## config.mk

```make
export PLATFORM = sky130hd
export DESIGN_NAME = maxnet_controller_flat
export DESIGN_NICKNAME = d
export VERILOG_FILES = /design/src/rtl/maxnet_controller_if.sv /design/src/rtl/maxnet_controller.sv /design/src/flat_wrapper.sv
export SDC_FILE = /design/constraint.sdc
export NUM_CORES = 1
export LEC_CHECK = 0
export CAP_MARGIN = 20
export CORE_UTILIZATION = 26
export CTS_CLUSTER_DIAMETER = 100
export DETAILED_ROUTE_END_ITERATION = 6
export GPL_ROUTABILITY_DRIVEN = 0
export GPL_TIMING_DRIVEN = 0
export PLACE_DENSITY = 0.88
export SLEW_MARGIN = 20
export SYNTH_ARGS = -nofsm -noshare
export SYNTH_HDL_FRONTEND = slang
export SYNTH_SLANG_ARGS = --single-unit
```

## constraint.sdc

```tcl
create_clock -name clk -period 3.2 [get_ports clk]
set_input_delay 0.64 -clock clk [delete_from_list [all_inputs] [get_ports clk]]
set_output_delay 0.64 -clock clk [all_outputs]
set_load 0.02 [all_outputs]
```

## src/rtl/maxnet_controller_if.sv

```systemverilog
// rtl/maxnet_controller_if.sv - host/datapath bundle for the Maxnet sequencing controller
interface maxnet_controller_if #(
  parameter int DW = 32,
  parameter int IW = 5
);
  logic          start;
  logic [DW-1:0] x1;
  logic [DW-1:0] x2;
  logic [DW-1:0] x3;
  logic [DW-1:0] x4;
  logic          init_en;
  logic          upd_en;
  logic          busy;
  logic          done;
  logic [1:0]    winner;
  logic          win_valid;
  logic          timeout;
  logic [IW-1:0] iter_cnt;

  modport master (
    output start, x1, x2, x3, x4,
    input  init_en, upd_en, busy, done, winner, win_valid, timeout, iter_cnt
  );

  modport slave (
    input  start, x1, x2, x3, x4,
    output init_en, upd_en, busy, done, winner, win_valid, timeout, iter_cnt
  );
endinterface

```

## src/rtl/maxnet_controller.sv

```systemverilog
// rtl/maxnet_controller.sv - sequencing FSM that loads, iterates and judges the 4-neuron Maxnet
module maxnet_controller #(
  parameter int DW       = 32,
  parameter int MAX_ITER = 16,
  parameter int IW       = 5
) (
  input logic                clk,
  input logic                rst,
  maxnet_controller_if.slave bus
);
  localparam logic [2:0] S_IDLE   = 3'd0;
  localparam logic [2:0] S_LOAD   = 3'd1;
  localparam logic [2:0] S_CHECK  = 3'd2;
  localparam logic [2:0] S_UPDATE = 3'd3;
  localparam logic [2:0] S_DONE   = 3'd4;

  logic [2:0]    state;
  logic [3:0]    nz;
  logic [2:0]    pop;
  logic [1:0]    idx;
  logic [1:0]    winner_q;
  logic          win_valid_q;
  logic          timeout_q;
  logic [IW-1:0] iter_q;

  // Strictly positive: sign clear and not zero; negatives are treated as extinguished.
  assign nz[0] = ~bus.x1[DW-1] & (|bus.x1);
  assign nz[1] = ~bus.x2[DW-1] & (|bus.x2);
  assign nz[2] = ~bus.x3[DW-1] & (|bus.x3);
  assign nz[3] = ~bus.x4[DW-1] & (|bus.x4);

  assign pop = {2'b00, nz[0]} + {2'b00, nz[1]} + {2'b00, nz[2]} + {2'b00, nz[3]};

  always_comb begin
    idx = 2'd0;
    if (nz[1]) idx = 2'd1;
    if (nz[2]) idx = 2'd2;
    if (nz[3]) idx = 2'd3;
  end

  always_ff @(posedge clk or negedge rst) begin
    if (!rst) begin
      state       <= S_IDLE;
      winner_q    <= 2'd0;
      win_valid_q <= 1'b0;
      timeout_q   <= 1'b0;
      iter_q      <= '0;
    end else begin
      case (state)
        S_IDLE: begin
          if (bus.start) begin
            state       <= S_LOAD;
            winner_q    <= 2'd0;
            win_valid_q <= 1'b0;
            timeout_q   <= 1'b0;
            iter_q      <= '0;
          end
        end
        S_LOAD: state <= S_CHECK;
        S_CHECK: begin
          if (pop == 3'd1) begin
            state       <= S_DONE;
            winner_q    <= idx;
            win_valid_q <= 1'b1;
          end else if (pop == 3'd0) begin
            state       <= S_DONE;
            win_valid_q <= 1'b0;
            timeout_q   <= 1'b0;
          end else if (iter_q == IW'(MAX_ITER)) begin
            state       <= S_DONE;
            timeout_q   <= 1'b1;
            win_valid_q <= 1'b0;
            winner_q    <= 2'd0;
          end else begin
            state <= S_UPDATE;
          end
        end
        S_UPDATE: begin
          if (iter_q != IW'(MAX_ITER)) iter_q <= iter_q + 1'b1;
          state <= S_CHECK;
        end
        S_DONE:  state <= S_IDLE;
        default: state <= S_IDLE;
      endcase
    end
  end

  assign bus.init_en   = (state == S_LOAD);
  assign bus.upd_en    = (state == S_UPDATE);
  assign bus.busy      = (state != S_IDLE);
  assign bus.done      = (state == S_DONE);
  assign bus.winner    = winner_q;
  assign bus.win_valid = win_valid_q;
  assign bus.timeout   = timeout_q;
  assign bus.iter_cnt  = iter_q;
endmodule

```

## src/flat_wrapper.sv

```systemverilog
// flat-port wrapper written by rule: the top's interface ports become plain ports
module maxnet_controller_flat 
#(
  parameter int DW       = 32,
  parameter int MAX_ITER = 16,
  parameter int IW       = 5
)
  (clk, rst, bus_start, bus_x1, bus_x2, bus_x3, bus_x4, bus_init_en, bus_upd_en, bus_busy, bus_done, bus_winner, bus_win_valid, bus_timeout, bus_iter_cnt);
  maxnet_controller_if #(.DW(DW), .IW(IW)) bus_i ();
  input logic clk;
  input logic rst;
  input wire logic [$bits(bus_i.start)-1:0] bus_start;
  input wire logic [$bits(bus_i.x1)-1:0] bus_x1;
  input wire logic [$bits(bus_i.x2)-1:0] bus_x2;
  input wire logic [$bits(bus_i.x3)-1:0] bus_x3;
  input wire logic [$bits(bus_i.x4)-1:0] bus_x4;
  output wire logic [$bits(bus_i.init_en)-1:0] bus_init_en;
  output wire logic [$bits(bus_i.upd_en)-1:0] bus_upd_en;
  output wire logic [$bits(bus_i.busy)-1:0] bus_busy;
  output wire logic [$bits(bus_i.done)-1:0] bus_done;
  output wire logic [$bits(bus_i.winner)-1:0] bus_winner;
  output wire logic [$bits(bus_i.win_valid)-1:0] bus_win_valid;
  output wire logic [$bits(bus_i.timeout)-1:0] bus_timeout;
  output wire logic [$bits(bus_i.iter_cnt)-1:0] bus_iter_cnt;
  assign bus_i.start = bus_start;
  assign bus_i.x1 = bus_x1;
  assign bus_i.x2 = bus_x2;
  assign bus_i.x3 = bus_x3;
  assign bus_i.x4 = bus_x4;
  assign bus_init_en = bus_i.init_en;
  assign bus_upd_en = bus_i.upd_en;
  assign bus_busy = bus_i.busy;
  assign bus_done = bus_i.done;
  assign bus_winner = bus_i.winner;
  assign bus_win_valid = bus_i.win_valid;
  assign bus_timeout = bus_i.timeout;
  assign bus_iter_cnt = bus_i.iter_cnt;
  maxnet_controller #(.DW(DW), .MAX_ITER(MAX_ITER), .IW(IW)) u_core (.clk(clk), .rst(rst), .bus(bus_i));
endmodule
```

==> flow_summary.toml <==
[cts]
clkSinkCount = 12
ctsHoldBuffers = 0
clkLatencyLatePin_ns = 0.24
ctsRootBufferMaster = "clkbuf_8"
clkTransAtPathRegs_ns = 0.05
cts_tree = "done"
cts_buffer_depth = 2
numCtsBuffers = 3
htreeDepth = 1

[placed_design]
hpwl_um = 4070
placed_area_um2 = 2480
place_ws_ns = -0.563
port_buffers = 143

[sta]
hold_viol = 0
clock_skew_ns = 0.00210
setup_slack_ns = 0.00268
fin_setup_tns_ns = 0
fin_crit_ns = 3.20
max_freq_ghz = 0.313
setup_violations = 0
slew_viol_final = 0
post-route-period-util_pct = 99.9
worst_slew_pin_slew_ns = 0.523
slew_headroom_pct = 65.0

[worst_setup_path]
r2r-end = "u_core.bus.winner[0]$_DFFE_PN0P_"
r2r_slack_ns = 1.64
critPathCaptureType = "register"
cpLargestDelayFamily = "adder cells"
slowest_stage = "fa_2"
worst-path-max-fanout = 3
cpPeakStageDelay_ns = 0.43
reg2reg_from = "u_core.bus.iter_cnt[0]$_DFFE_PN0P_"
start_kind = "primary input"
path_cells = "clkdlybuf4s50_1, nor4_1, nand4_1, nor2_2, nor2_1, ha_1, fa_2, ha_4, nor2_4, nand2_2, a31o_1, a22o_1"
rr_worst_depth = 6
worstPathRequired_ns = 3.32
cp-startpoint = "bus_x2[2]"
crit_buf_inv = 1
worst_ep_arrival_time_ns = 3.32
critPathKind = "in -> reg"

[logic_synthesis]
ys.flop_type = "dfrtp_1"
synthArstFlopShare_pct = 100
synth_edf_count = 0
syn-num-nets = 252
synth.ff_latch_count = 12
netlist_area_um2 = 991
yosysSeqAreaShare_pct = 30.3
postSynthAreaPerCell_um2 = 8.62
yosysUniqueCellTypes = 30
syn_inst = 115
synth_warnings = 0

[cells_and_area]
design_area_um2 = 2780
final_util_pct = 75.8
area_growth_pct = 180
drive_gt1_share_pct = 12.9
layout.nets = 402
num_antenna_cells = 0

[die]
io_pins = 144
die_h_um = 63.7
die-area_um2 = 4060
die_w_um = 63.7
initial_utilization_pct = 27.1
core_um2 = 3660
fp-row-count = 22

[drt]
ant_nets = 0
num_vias = 1555
drc = 0
drt-vias-per-instance = 5.00
drtIter0Drc = 74
dr.pass1.iters = 4
wl_um = 5170
post_drt_wl_per_cell_um = 16.6

[power_and_ir_drop]
power.leakage_uw = 0.00135
ir_drop_uv = 141
power.density_nw_per_um2 = 331

[run_status]
status = "complete, no violations"

[min_path]
hold_depth = 1
worstHoldPathType = "reg -> reg"
hold_path_startpoint = "u_core.bus.winner[1]$_DFFE_PN0P_"
hold_path_end = "u_core.bus.winner[1]$_DFFE_PN0P_"

[global_route]
antenna_found_initial = 0
gr-usage-all-layers_pct = 23.8
grt_max_degree = 13
grt-ovfl-total = 0
grt_pass1_vias = 1668
grt_first_pass_wirelength_um = 7400

[run]
maxCapViolations = 0
flip-flops by register name, summed over array words and instances, names as in the netlist:
register and cells:
u_core.bus.timeout 1, u_core.bus.iter_cnt 5, u_core.bus.win_valid 1, u_core.state 3, u_core.bus.winner 2
worst max-delay path by stage:
stage                     depth (start not counted)  slack (ns)                          endpoint
final                                            12       0.003  u_core.bus.winner[0]$_DFFE_PN0P_
after global routing                             12       -0.09  u_core.bus.winner[1]$_DFFE_PN0P_
after CTS                                        12      0.0007  u_core.bus.winner[0]$_DFFE_PN0P_
after detailed placement                         11       -0.56  u_core.bus.winner[0]$_DFFE_PN0P_
after global placement                           11       -0.52  u_core.bus.winner[1]$_DFFE_PN0P_
after floorplan                                  11        0.23  u_core.bus.winner[0]$_DFFE_PN0P_
logic make-up (layout without fill, tap and decap cells):
family,Yosys count,after routing,share of synthesized area [%]
xor gates and xnor gates,3,3,2.65
DFF,12,12,30.3
adders and majority gates,6,6,8.33
buffers and inverters,6,154,2.40
AOI/OAI and AO/OA,16,16,12.1
muxes,1,1,1.14
and+or+nand+nor,71,71,43.1
through the flow:
stage	total power [µW]	std cells	hold WS [ns]
after floorplan	466	115	0.344
after global placement	752	306	0.493
after global routing	980	311	0.559
final	918	311	0.516
after detailed placement	770	306	0.498
after CTS	912	310	0.509
metal layers:
layer / up-vias / GRT usage [%] / part of all wire [%]
met5: - / 0 / 0
met2: 79 / 46.5 / 55
li1: 761 / - / -
met1: 692 / 21.6 / 32
met4: 0 / 14.8 / 5.5
met3: 23 / 5.71 / 6.9
power by group:
| group | internal (µW) | total (µW) | switching, µW |
|---|---|---|---|
| combinational | 309 | 547 | 238 |
| sequential | 195 | 238 | 43.1 |
| clock | 82.5 | 133 | 50.9 |
synthesized netlist by cell type (all sizes together) (2+ instances only):
library cell / number / area (µm²)
ha: 5 / 62.6
nand2: 5 / 18.8
nor4: 32 / 200
xor2: 3 / 26.3
o21ai: 4 / 27.5
nor3: 2 / 15.0
nor2: 14 / 52.6
nand2b: 2 / 12.5
and4: 2 / 17.5
inv: 5 / 18.8
a21oi: 2 / 10.0
nand4: 8 / 50.1
o31ai: 3 / 22.5
a22o: 2 / 17.5
dfrtp: 12 / 300
nor3b: 2 / 15.0
layout by cell type, fill, tap and decap left out, types with 2 or more instances in the layout:
cell type,count
nand2_1,4
dlymetal6s2s_1,42
ha_1,4
nor4_1,16
clkbuf_8,3
o21ai_2,2
buf_4,2
a21oi_1,2
nor2_1,12
nor3b_1,2
and4_1,2
xor2_1,3
clkdlybuf4s50_1,101
a22o_1,2
inv_1,5
dfrtp_1,12
nand4_1,8
nand2b_1,2
o31ai_1,3
nor4_2,16
area by class of cell:
cell class	instances	area [µm²]
Buffer	1	5.00
Clock buffer	3	41.3
Fill cell	254	886
Inverter	5	18.8
Multi-Input combinational cell	97	798
Sequential cell	12	300
Tap cell	48	60.1
Timing Repair Buffer	145	1550
what timing repair did:
| item | CTS | global route |
|---|---|---|
| setup endpoints to repair | 6 | 5 |
| cloned | 0 | 0 |
| pin swaps | 3 | 31 |
| setup buffers | 1 | 1 |
| gates resized for setup | 10 | 56 |
(Power assumes the default switching activity.)
